File: src/rtl/alu_issue_queue.sv
// alu_issue_queue
// Buffered issue/writeback stage around an external combinational 8-bit ALU.
// Commands are accepted over a valid/ready handshake into a DEPTH-entry FIFO.
// The FIFO head drives the ALU inputs directly. The ALU's result and flags are
// captured into an output register with its own valid/ready handshake.
//
// Ports
//   clk, rst                  clock, synchronous active-high reset
//   in_valid/in_ready         command handshake
//   in_opcode, in_op1, in_op2 command payload (3-bit opcode, two 8-bit operands)
//   Opcode, Operand1, Operand2  head-of-queue command driven to the ALU
//   Result, flagC, flagZ      ALU outputs sampled on load
//   out_valid/out_ready       result handshake
//   out_result, out_flagC, out_flagZ  registered result
//   level                     FIFO occupancy, 0..DEPTH
//   op_count                  delivered-result counter, wraps
module alu_issue_queue #(
  parameter int unsigned DEPTH = 4,
  parameter int unsigned CNT_W = 16
) (
  input  logic                     clk,
  input  logic                     rst,
  input  logic                     in_valid,
  output logic                     in_ready,
  input  logic [2:0]               in_opcode,
  input  logic [7:0]               in_op1,
  input  logic [7:0]               in_op2,
  output logic [2:0]               Opcode,
  output logic [7:0]               Operand1,
  output logic [7:0]               Operand2,
  input  logic [15:0]              Result,
  input  logic                     flagC,
  input  logic                     flagZ,
  output logic                     out_valid,
  input  logic                     out_ready,
  output logic [15:0]              out_result,
  output logic                     out_flagC,
  output logic                     out_flagZ,
  output logic [$clog2(DEPTH):0]   level,
  output logic [CNT_W-1:0]         op_count
);

  localparam int unsigned PTR_W   = $clog2(DEPTH);
  localparam int unsigned LVL_W   = PTR_W + 1;
  localparam int unsigned OPC_W   = 3;
  localparam int unsigned OPND_W  = 8;
  localparam int unsigned ENTRY_W = OPC_W + 2 * OPND_W;

  // Command storage: {opcode, op1, op2}
  logic [ENTRY_W-1:0] mem [DEPTH];
  logic [PTR_W-1:0]   wr_ptr;
  logic [PTR_W-1:0]   rd_ptr;
  logic [ENTRY_W-1:0] head;

  logic fifo_full;
  logic fifo_empty;
  logic push;
  logic load;
  logic deliver;
  logic keep_carry;

  // Handshake and occupancy decode
  always_comb begin
    fifo_full  = (level == LVL_W'(DEPTH));
    fifo_empty = (level == '0);
    in_ready   = !rst && !fifo_full;
    push       = in_valid && in_ready;
    deliver    = out_valid && out_ready;
    // Output register is free when empty or being drained this cycle
    load       = !fifo_empty && (!out_valid || out_ready);
  end

  // Head of queue onto the ALU; idle pattern when empty
  always_comb begin
    head     = mem[rd_ptr];
    Opcode   = '0;
    Operand1 = '0;
    Operand2 = '0;
    if (!fifo_empty) begin
      Opcode   = head[ENTRY_W-1 -: OPC_W];
      Operand1 = head[2*OPND_W-1 -: OPND_W];
      Operand2 = head[OPND_W-1:0];
    end
  end

  // Carry is only meaningful for ADD (000) and SUB (001)
  always_comb begin
    keep_carry = (Opcode[2:1] == 2'b00);
  end

  // Command storage write; contents are don't-care until pushed
  always_ff @(posedge clk) begin
    if (push) begin
      mem[wr_ptr] <= {in_opcode, in_op1, in_op2};
    end
  end

  // FIFO pointers and occupancy; power-of-two depth gives natural wrap
  always_ff @(posedge clk) begin
    if (rst) begin
      wr_ptr <= '0;
      rd_ptr <= '0;
      level  <= '0;
    end else begin
      if (push) begin
        wr_ptr <= wr_ptr + PTR_W'(1);
      end
      if (load) begin
        rd_ptr <= rd_ptr + PTR_W'(1);
      end
      case ({push, load})
        2'b10:   level <= level + LVL_W'(1);
        2'b01:   level <= level - LVL_W'(1);
        default: level <= level;
      endcase
    end
  end

  // Result register: capture on load, clear valid when drained with nothing behind
  always_ff @(posedge clk) begin
    if (rst) begin
      out_valid  <= 1'b0;
      out_result <= '0;
      out_flagC  <= 1'b0;
      out_flagZ  <= 1'b0;
    end else if (load) begin
      out_valid  <= 1'b1;
      out_result <= Result;
      out_flagC  <= keep_carry ? flagC : 1'b0;
      out_flagZ  <= flagZ;
    end else if (deliver) begin
      out_valid  <= 1'b0;
    end
  end

  // Delivered-result counter
  always_ff @(posedge clk) begin
    if (rst) begin
      op_count <= '0;
    end else if (deliver) begin
      op_count <= op_count + CNT_W'(1);
    end
  end

endmodule
File: config.mk
export PLATFORM = sky130hd
export DESIGN_NAME = alu_issue_queue
export DESIGN_NICKNAME = d
export VERILOG_FILES = /design/src/rtl/alu_issue_queue.sv
export SDC_FILE = /design/constraint.sdc
export NUM_CORES = 1
export LEC_CHECK = 0
export BUFFER_PORTS_ARGS = -buffer_cell sky130_fd_sc_hd__buf_2
export CAP_MARGIN = 20
export CORE_AREA = 4 4 102 104
export DETAILED_ROUTE_END_ITERATION = 6
export DIE_AREA = 0 0 106 108
export PLACE_DENSITY = 0.77
export SLEW_MARGIN = 20
export SYNTH_ARGS = -nofsm -noshare
export SYNTH_HDL_FRONTEND = slang
export SYNTH_SLANG_ARGS = --single-unit
File: constraint.sdc
create_clock -name clk -period 2.86 [get_ports clk]
set_input_delay 0.286 -clock clk [delete_from_list [all_inputs] [get_ports clk]]
set_output_delay 0.286 -clock clk [all_outputs]
set_load 0.1 [all_outputs]
==> qor.yml, run 1 <==
min_path_type: "input pin to register"
synth_cell_types: 30
synthesis.area_um2: 4670
nFillCells: 751
synth_top_family_by_area: "simple AND/OR/NAND/NOR gates"
worstPathCellList: "buf_4 -> mux4_2 -> nor2b_1 -> buf_2"
setup_slack_ps: 367
path_depth: 4
finalNetCount: 517
setup_viol: 0
final_common_cell: "buf_2"
drv_cap: 0
hpwl_mm: 6.09
num_vias: 3074
grtUsageTotal_pct: 18.4
worstMarginPinSlew_ps: 506
crit_fanout: 19
drtIter0Drc: 126
drtAntennaViolNets: 0
htree_levels: 4
viasPerCell: 5.00
synth-seq-cells: 120
cts_buffers: 17
die-area_um2: 11400
diodes: 0
max_slew_margin_pct: 66.5
hold_depth: 3
yosys_warnings: 0
worstSetupEndpointType: "output pin"
cpPeakStageDelay_ps: 580
clockBufferDepth: 2
vdd_drop_max_mv: 0.736
placed_cells: 563
worstRegToRegCells: 10
setup_tns_ps: 0
synth_edf_count: 76
insertion_delay_ps: 500
gp_congestion: 0.721
grt-ovfl-total: 0
grt_max_degree: 45
fin_crit_ps: 2490
synth_fa_ha_area_share_pct: 2.03
clock-sinks: 120
path_delay_family: "buffers and inverters"
drc: 0
routedWlPerCell_um: 16.0
critical_path_required_ps: 2570
die_h_um: 108
syn_to_final_growth_pct: 31.6
syn_nets: 384
pre_cts_slack_ps: 798
synth.avg_cell_area_um2: 13.9
crit_slowest_cell: "mux4_2"
fin_crit_sh_pct: 87.2
crit_arrival_ps: 2210
root_buffer: "clkbuf_8"
first_global_vias: 3237
powerDensity_nw_per_um2: 1210
async_flop_share_pct: 0
start_util_pct: 48.9
hold_violations: 0
finalWirelength_mm: 9.85
ios: 99
dr.pass1.iters: 4
synth_compound_area_share_pct: 3.53
worst_setup_path_start_kind: "register"
die_w_um: 106
slew_violations: 0
synth_mux_area_share_pct: 9.16
synth_flop_cell: "edfxtp_1"
clock.fmax_mhz: 401
seq_area_frac_synth_pct: 67.7
synthCells: 336
final_cells: 615
yosys.area_share.simple_pct: 12.2
cts.reportedPaths.clkPinSlew_ps: 60
synth_xor_area_share_pct: 3.19
tritoncts: "built"
grt_pass1_wl_mm: 16.1
leakage_uw: 0.00236
antenna_found_initial: 0
whs_ps: 28.2
skew_ps: 7.71
status: "completed"
row_count: 36
critPathBufInv: 2
port_buffers: 98
worstSetupPathType: "register to output pin"
core_um2: 9550
rsz0062_at_grt: "false"
final_cell_mix: "buf_2 (98), edfxtp_1 (76), nand2_1 (43), dfxtp_1 (41), a21oi_1 (26)"
layout-drive-gt1-share_pct: 36.5
[worst register-to-register path: stages, from the launching register on]
cell and delay (ps):
dfxtp_2 350, nor2_1 140, a211oi_1 100, buf_4 170
inv_1 50, ha_1 170, inv_1 60, fa_1 390
xor2_1 160, or3_1 300, a21oi_1 160
[final timing paths]
kind / from / slack (ps) / endpoint
max: register / 370 / Opcode[1]
min: Result[3] / 30 / out_result[3]$_SDFFE_PP0P_
max reg2reg: level[0]$_SDFFE_PP0P_ / 730 / level[2]$_SDFFE_PP0P_
min reg2reg: out_result[9]$_SDFFE_PP0P_ / 460 / out_result[9]$_SDFFE_PP0P_
[report_power, final]
group	total [uW]	switching (uW)	internal [uW]
Sequential	2120	98.0	2020
Clock	2010	766	1240
Combinational	3320	2610	708
[routing by layer]
metal	global-route usage, %	wire length, um
met3	5.91	622
met5	0	0
met1	21.6	4040
met4	5.27	84
met2	32.5	5100
[state kept, by name, indices dropped and copies added (netlist names), named ones only]
register and count:
level 3, wr_ptr 2, op_count 16, rd_ptr 2
out_result 16, out_valid 1, mem 76, out_flagZ 1
out_flagC 1
[cell usage after synthesis, types with 6 or more instances]
master / number / area share (%)
nand2_1: 43 / 3.5
clkbuf_1: 11 / 0.88
xor2_1: 7 / 1.3
xnor2_1: 10 / 1.9
nor2b_1: 19 / 2.5
ha_1: 6 / 1.6
mux4_2: 19 / 9.2
nor2_1: 23 / 1.8
a21oi_1: 26 / 2.8
inv_1: 11 / 0.88
edfxtp_1: 76 / 49
dfxtp_1: 44 / 19
[through the flow]
step / util, % / total power [uW] / area [um2]
finish: 64.4 / 7450 / 6150
global route: 64.4 / 7760 / 6150
CTS: 64.4 / 7520 / 6150
detailed placement: 56.4 / 5460 / 5390
global placement: 56.4 / 5400 / 5390
floorplan: - / 4900 / 4700
[what timing repair did]
action / in CTS / in global routing
hold buffers: 20 / 0
hold endpoints to repair: 74 / 0
gates resized for setup: 0 / 0
setup buffers: 0 / 0
endpoints found under the setup margin: 0 / 0
[final cells by class]
cell class,count,area (um2),area share [%]
clock buffers,17,414,6.73
repair buffers,129,773,12.6
clock inverters,15,153,2.48
flip-flops and latches,120,3170,51.5
inverters,11,41.3,0.671
well taps,133,166,2.70
multi-input cells,190,1440,23.4
[logic make-up (layout without fill, tap and decap cells)]
logic type,after synthesis,in the layout
multiplexers,19,19
flip-flops,120,120
AO/OA/AOI/OAI,32,32
AND/OR/NAND/NOR,115,115
buffers and inverters,26,172
adder cells (fa/ha/maj),7,7
XOR/XNOR,17,17
Power figures use the tool's default switching activity.
==> run 2, diff against run 1 <==
- CORE_AREA: 4 4 102 104 -> 4 4 99 101
- DIE_AREA: 0 0 106 108 -> 0 0 103 105
- PLACE_DENSITY: 0.77 -> 0.81
==> run 2 against run 1 <==
  * Utilization rose by 4.7 points
  * Critical path type unchanged
  * Die area is 5.5% lower
  * Wire length grew 1.3%
  * Via count shrank 0.94%
  * Combinational power barely moved
  * Critical endpoint is now Operand2[7]
  * Critical path depth unchanged
==> qor.yml, run 2 (synthesized netlist as in run 1, its figures left out) <==
drc: 0
finalWirelength_mm: 9.99
syn_to_final_growth_pct: 33.4
worstSetupPathType: "register to output pin"
min_path_type: "input pin to register"
powerDensity_nw_per_um2: 1210
insertion_delay_ps: 500
fin_crit_ps: 2490
r2r-start: "level[2]$_SDFFE_PP0P_"
max_slew_margin_pct: 66.4
clockBufferDepth: 2
clock.fmax_mhz: 401
die-area_um2: 10800
crit_slowest_cell: "mux4_2"
critical_path_required_ps: 2570
reg2reg_to: "level[2]$_SDFFE_PP0P_"
final_common_cell: "buf_2"
gp_congestion: 0.714
hold_depth: 3
final_cell_mix: "buf_2 (98), edfxtp_1 (76), nand2_1 (43), dfxtp_1 (41), dlygate4sd3_1 (27)"
top_regs: "mem: 76 flops, op_count: 16 flops, out_result: 16 flops"
worstHoldEndpoint: "out_result[0]$_SDFFE_PP0P_"
first_global_vias: 3145
final_cells: 600
r2r_slack_ps: 890
worstMarginPinSlew_ps: 507
hpwl_mm: 5.94
skew_ps: 8.60
diodes: 0
largest_reg_flops: 76
cts_buffers: 17
cts.reportedPaths.clkPinSlew_ps: 60
leakage_uw: 0.00243
layout-drive-gt1-share_pct: 36.0
min_from: "Result[0]"
setup_tns_ps: 0
vdd_drop_max_mv: 0.632
row_count: 35
nFillCells: 616
cpPeakStageDelay_ps: 570
num_vias: 3045
htree_levels: 4
routedWlPerCell_um: 16.6
regArea_um2: 3170
critPathBufInv: 2
top_register: "mem"
worstRegToRegCells: 9
dr.pass1.iters: 4
port_buffers: 98
worstPathCellList: "buf_4 -> mux4_2 -> nor2b_1 -> buf_2"
core_um2: 9020
start_util_pct: 51.8
cts_resized: 0
drtAntennaViolNets: 0
tritoncts: "built"
setup_viol: 0
status: "completed"
clock-sinks: 120
drtIter0Drc: 122
die_h_um: 105
antenna_found_initial: 0
grt-ovfl-total: 0
multi_input_area_um2: 1440
finalNetCount: 524
worstSetupEndpointType: "output pin"
die_w_um: 103
viasPerCell: 5.08
grt_pass1_wl_mm: 15.5
drv_cap: 0
hold_violations: 0
crit_arrival_ps: 2210
crit_fanout: 19
fin_crit_sh_pct: 87.2
ios: 99
rsz0062_at_grt: "false"
root_buffer: "clkbuf_8"
worst_setup_path_start_kind: "register"
path_delay_family: "buffers and inverters"
placed_cells: 541
slew_violations: 0
grtUsageTotal_pct: 19.2
grt_max_degree: 45
==> run 2: changes by cell type in the layout (fill, tap and decap cells not counted), sizes merged <==
cell | previous run | this run
clkinvlp | 3 | 0
dlygate4sd3 | 20 | 27
clkbuf | 17 | 22
clkinv | 7 | 3
inv | 14 | 16
==> run 2: area by class of cell <==
cell class	count	share of cell area [%]
well taps	111	2.23
clock inverters	10	1.75
flip-flops and latches	120	50.8
inverters	11	0.663
repair buffers	136	13.5
multi-input cells	190	23.1
clock buffers	22	7.95
==> run 2: metrics by stage <==
stage	power, uW	instance area (um2)	setup slack (ps)	hold slack, ps	utilization [%]
CTS	7600	6230	321	1.33	69.1
detailed placement	5420	5360	834	450	59.4
global placement	5380	5360	908	439	59.4
global route	7830	6230	265	17.7	69.1
floorplan	4900	4700	30.7	385	-
finish	7550	6230	367	26.6	69.1
==> run 2: report_power, final <==
part           internal [uW]  switching [uW]
Clock                   1390             729
Combinational            713            2590
Sequential              2030             103
Total                   4130            3420
==> run 2: repair_timing <==
| action | 4_1_cts | 5_1_grt |
|---|---|---|
| hold buffers | 27 | 0 |
| setup buffers | 0 | 0 |
| hold endpoints to repair | 78 | 0 |
==> run 2: worst max path at each step <==
stage	to	slack (ps)	cells past startpoint
6_report	Operand2[7]	370	4
3_3_place_gp	Operand1[1]	910	4
4_1_cts	Operand2[4]	320	4
3_5_place_dp	level[2]$_SDFFE_PP0P_	830	10
2_1_floorplan	level[2]$_SDFFE_PP0P_	30	11
5_1_grt	Operand2[4]	270	4
==> run 2: worst min-delay path, stage by stage <==
cell and delay [ps]:
buf_2 100, nand2_1 40, a21oi_1 50
==> run 2: layer usage <==
metal	global-route usage (%)	part of all wire [%]	vias up
met4	8.23	0.98	0
met2	33.9	55	85
met5	0	0	-
li1	-	-	1494
met3	4.67	4.7	11
met1	21.7	39	1455
==> run 3, diff against run 2 <==
- CTS_BUF_LIST: not set -> sky130_fd_sc_hd__clkbuf_16
- clock period: 2.86 -> 2.3 ns (I/O delays scaled with it)
==> run 3 against run 2 <==
  * Largest power group unchanged
  * Critical path type unchanged
  * Critical path depth unchanged
  * Wire length down 11%
  * Register-to-register slack worse by 570 ps
  * Setup slack worse by 260 ps
  * First-iteration DRC count down 37%
  * Count of clock-buffer cells in the layout down 5
  * Non-clock buffer count down 24
  * Die area unchanged
  * Clock skew down 1.2 ps
==> qor.yml, run 3 (synthesized netlist as in run 1, its figures left out) <==
status: "completed"
worstMarginPinSlew_ps: 500
min_path_type: "input pin to register"
cts_resized: 0
drv_cap: 0
syn_to_final_growth_pct: 28.8
worst_setup_path_start_kind: "register"
gp_congestion: 0.731
max_slew_margin_pct: 66.9
fin_crit_ps: 2190
top_regs: "mem: 76 flops, op_count: 16 flops, out_result: 16 flops"
min_from: "in_op1[0]"
dpl-instance-area_um2: 5440
grtUsageTotal_pct: 17.7
regArea_um2: 3190
cts.reportedPaths.clkPinSlew_ps: 50
htree_levels: 4
root_buffer: "clkbuf_16"
multi_input_area_um2: 1460
critical_path_required_ps: 2070
first_global_vias: 3048
power.switching_uw: 4280
hpwl_mm: 5.80
viasPerCell: 5.19
finalInstanceArea_um2: 6020
insertion_delay_ps: 400
layout-drive-gt1-share_pct: 43.0
cts_buffers: 17
setup_tns_ps: 0
drtAntennaViolNets: 0
seqPwrFrac_pct: 28.5
core_um2: 9020
die_w_um: 103
grt_max_degree: 45
tritoncts: "built"
power.share.switching_pct: 46.0
setup_viol: 0
die_h_um: 105
dr.pass1.iters: 4
final_common_cell: "buf_2"
die-area_um2: 10800
nFillCells: 665
postCtsSetupBuffers: 0
skew_ps: 7.37
num_vias: 2992
grt-ovfl-total: 0
hold_buffers: 0
p_total_uw: 9310
worstSetupEndpointType: "output pin"
r2r-start: "level[0]$_SDFFE_PP0P_"
drtIter0Drc: 77
port_buffers: 98
drc: 0
diodes: 0
final_cell_mix: "buf_2 (98), edfxtp_1 (76), nand2_1 (43), dfxtp_1 (30), a21oi_1 (25)"
powerDensity_nw_per_um2: 1550
clock.fmax_mhz: 457
fin_crit_sh_pct: 95.1
r2r_slack_ps: 320
clockBufferDepth: 2
finalNetCount: 500
row_count: 35
start_util_pct: 51.8
vdd_drop_max_mv: 1.32
internal_power_uw: 5030
reg2reg_to: "level[2]$_SDFFE_PP0P_"
ios: 99
rsz0062_at_grt: "false"
worstSetupPathType: "register to output pin"
grt_pass1_wl_mm: 14.7
power_frac_comb_pct: 44.3
clock-sinks: 120
crit_fanout: 19
worstRegToRegCells: 9
leakage_uw: 0.00231
antenna_found_initial: 0
routedWlPerCell_um: 15.4
worstHoldEndpoint: "mem[2][8]$_DFFE_PP_"
crit_arrival_ps: 1960
clkPwrFrac_pct: 27.2
largest_reg_flops: 76
hold_violations: 0
top_register: "mem"
slew_violations: 0
finalWirelength_mm: 8.87
hold_depth: 1
-- run 3: cell count changes in the layout (fill, tap and decap cells not counted), sizes merged --
| cell | previous run | this run |
|---|---|---|
| clkinv | 3 | 6 |
| clkinvlp | 0 | 4 |
| inv | 16 | 14 |
| clkbuf | 22 | 17 |
| buf | 109 | 112 |
| dlygate4sd3 | 27 | 0 |
-- run 3: layout make-up --
class / count / share of cell area, %
Clock inverter: 15 / 2.54
Timing Repair Buffer: 112 / 10.1
Inverter: 11 / 0.686
Multi-Input combinational cell: 190 / 24.3
Sequential cell: 120 / 53.0
Tap cell: 111 / 2.31
Clock buffer: 17 / 7.07
-- run 3: critical path, stage by stage (launching register included) --
cell and delay [ps]:
dfxtp_1 350, buf_12 210, mux4_2 530, nor2b_2 170
buf_2 300
-- run 3: how the worst max path moves through the flow --
stage	cells after the start	to	slack (ps)
after floorplan	11	level[2]$_SDFFE_PP0P_	-170
after global placement	9	level[2]$_SDFFE_PP0P_	400
after detailed placement	9	level[2]$_SDFFE_PP0P_	300
after CTS	4	Opcode[1]	80
after global routing	4	Opcode[1]	20
final	4	Operand1[6]	110
-- run 3: power groups by stage --
stage / Sequential [uW] / Clock [uW] / Combinational, uW
CTS: 2650 / 2580 / 4170
finish: 2650 / 2530 / 4130
global placement: 2680 / 0 / 4110
floorplan: 3530 / 0 / 2640
detailed placement: 2690 / 0 / 4160
global route: 2680 / 2690 / 4350
-- run 3: metal layers --
metal	routed length (um)	GRT usage [%]	up-vias
li1	-	-	1450
met5	0	0	-
met4	72	4.44	0
met3	623	6.74	8
met2	4320	28.4	93
met1	3860	22.5	1441
-- run 3: through the flow --
step                      hold WS (ps)  setup slack, ps  std cells  util [%]
after global placement             440              397        544      60.3
after global routing              24.6             15.4        576      66.7
final                             45.0              112        576      66.7
after floorplan                    329             -168        336         -
after CTS                         30.4             82.5        576      66.7
after detailed placement           446              298        544      60.3
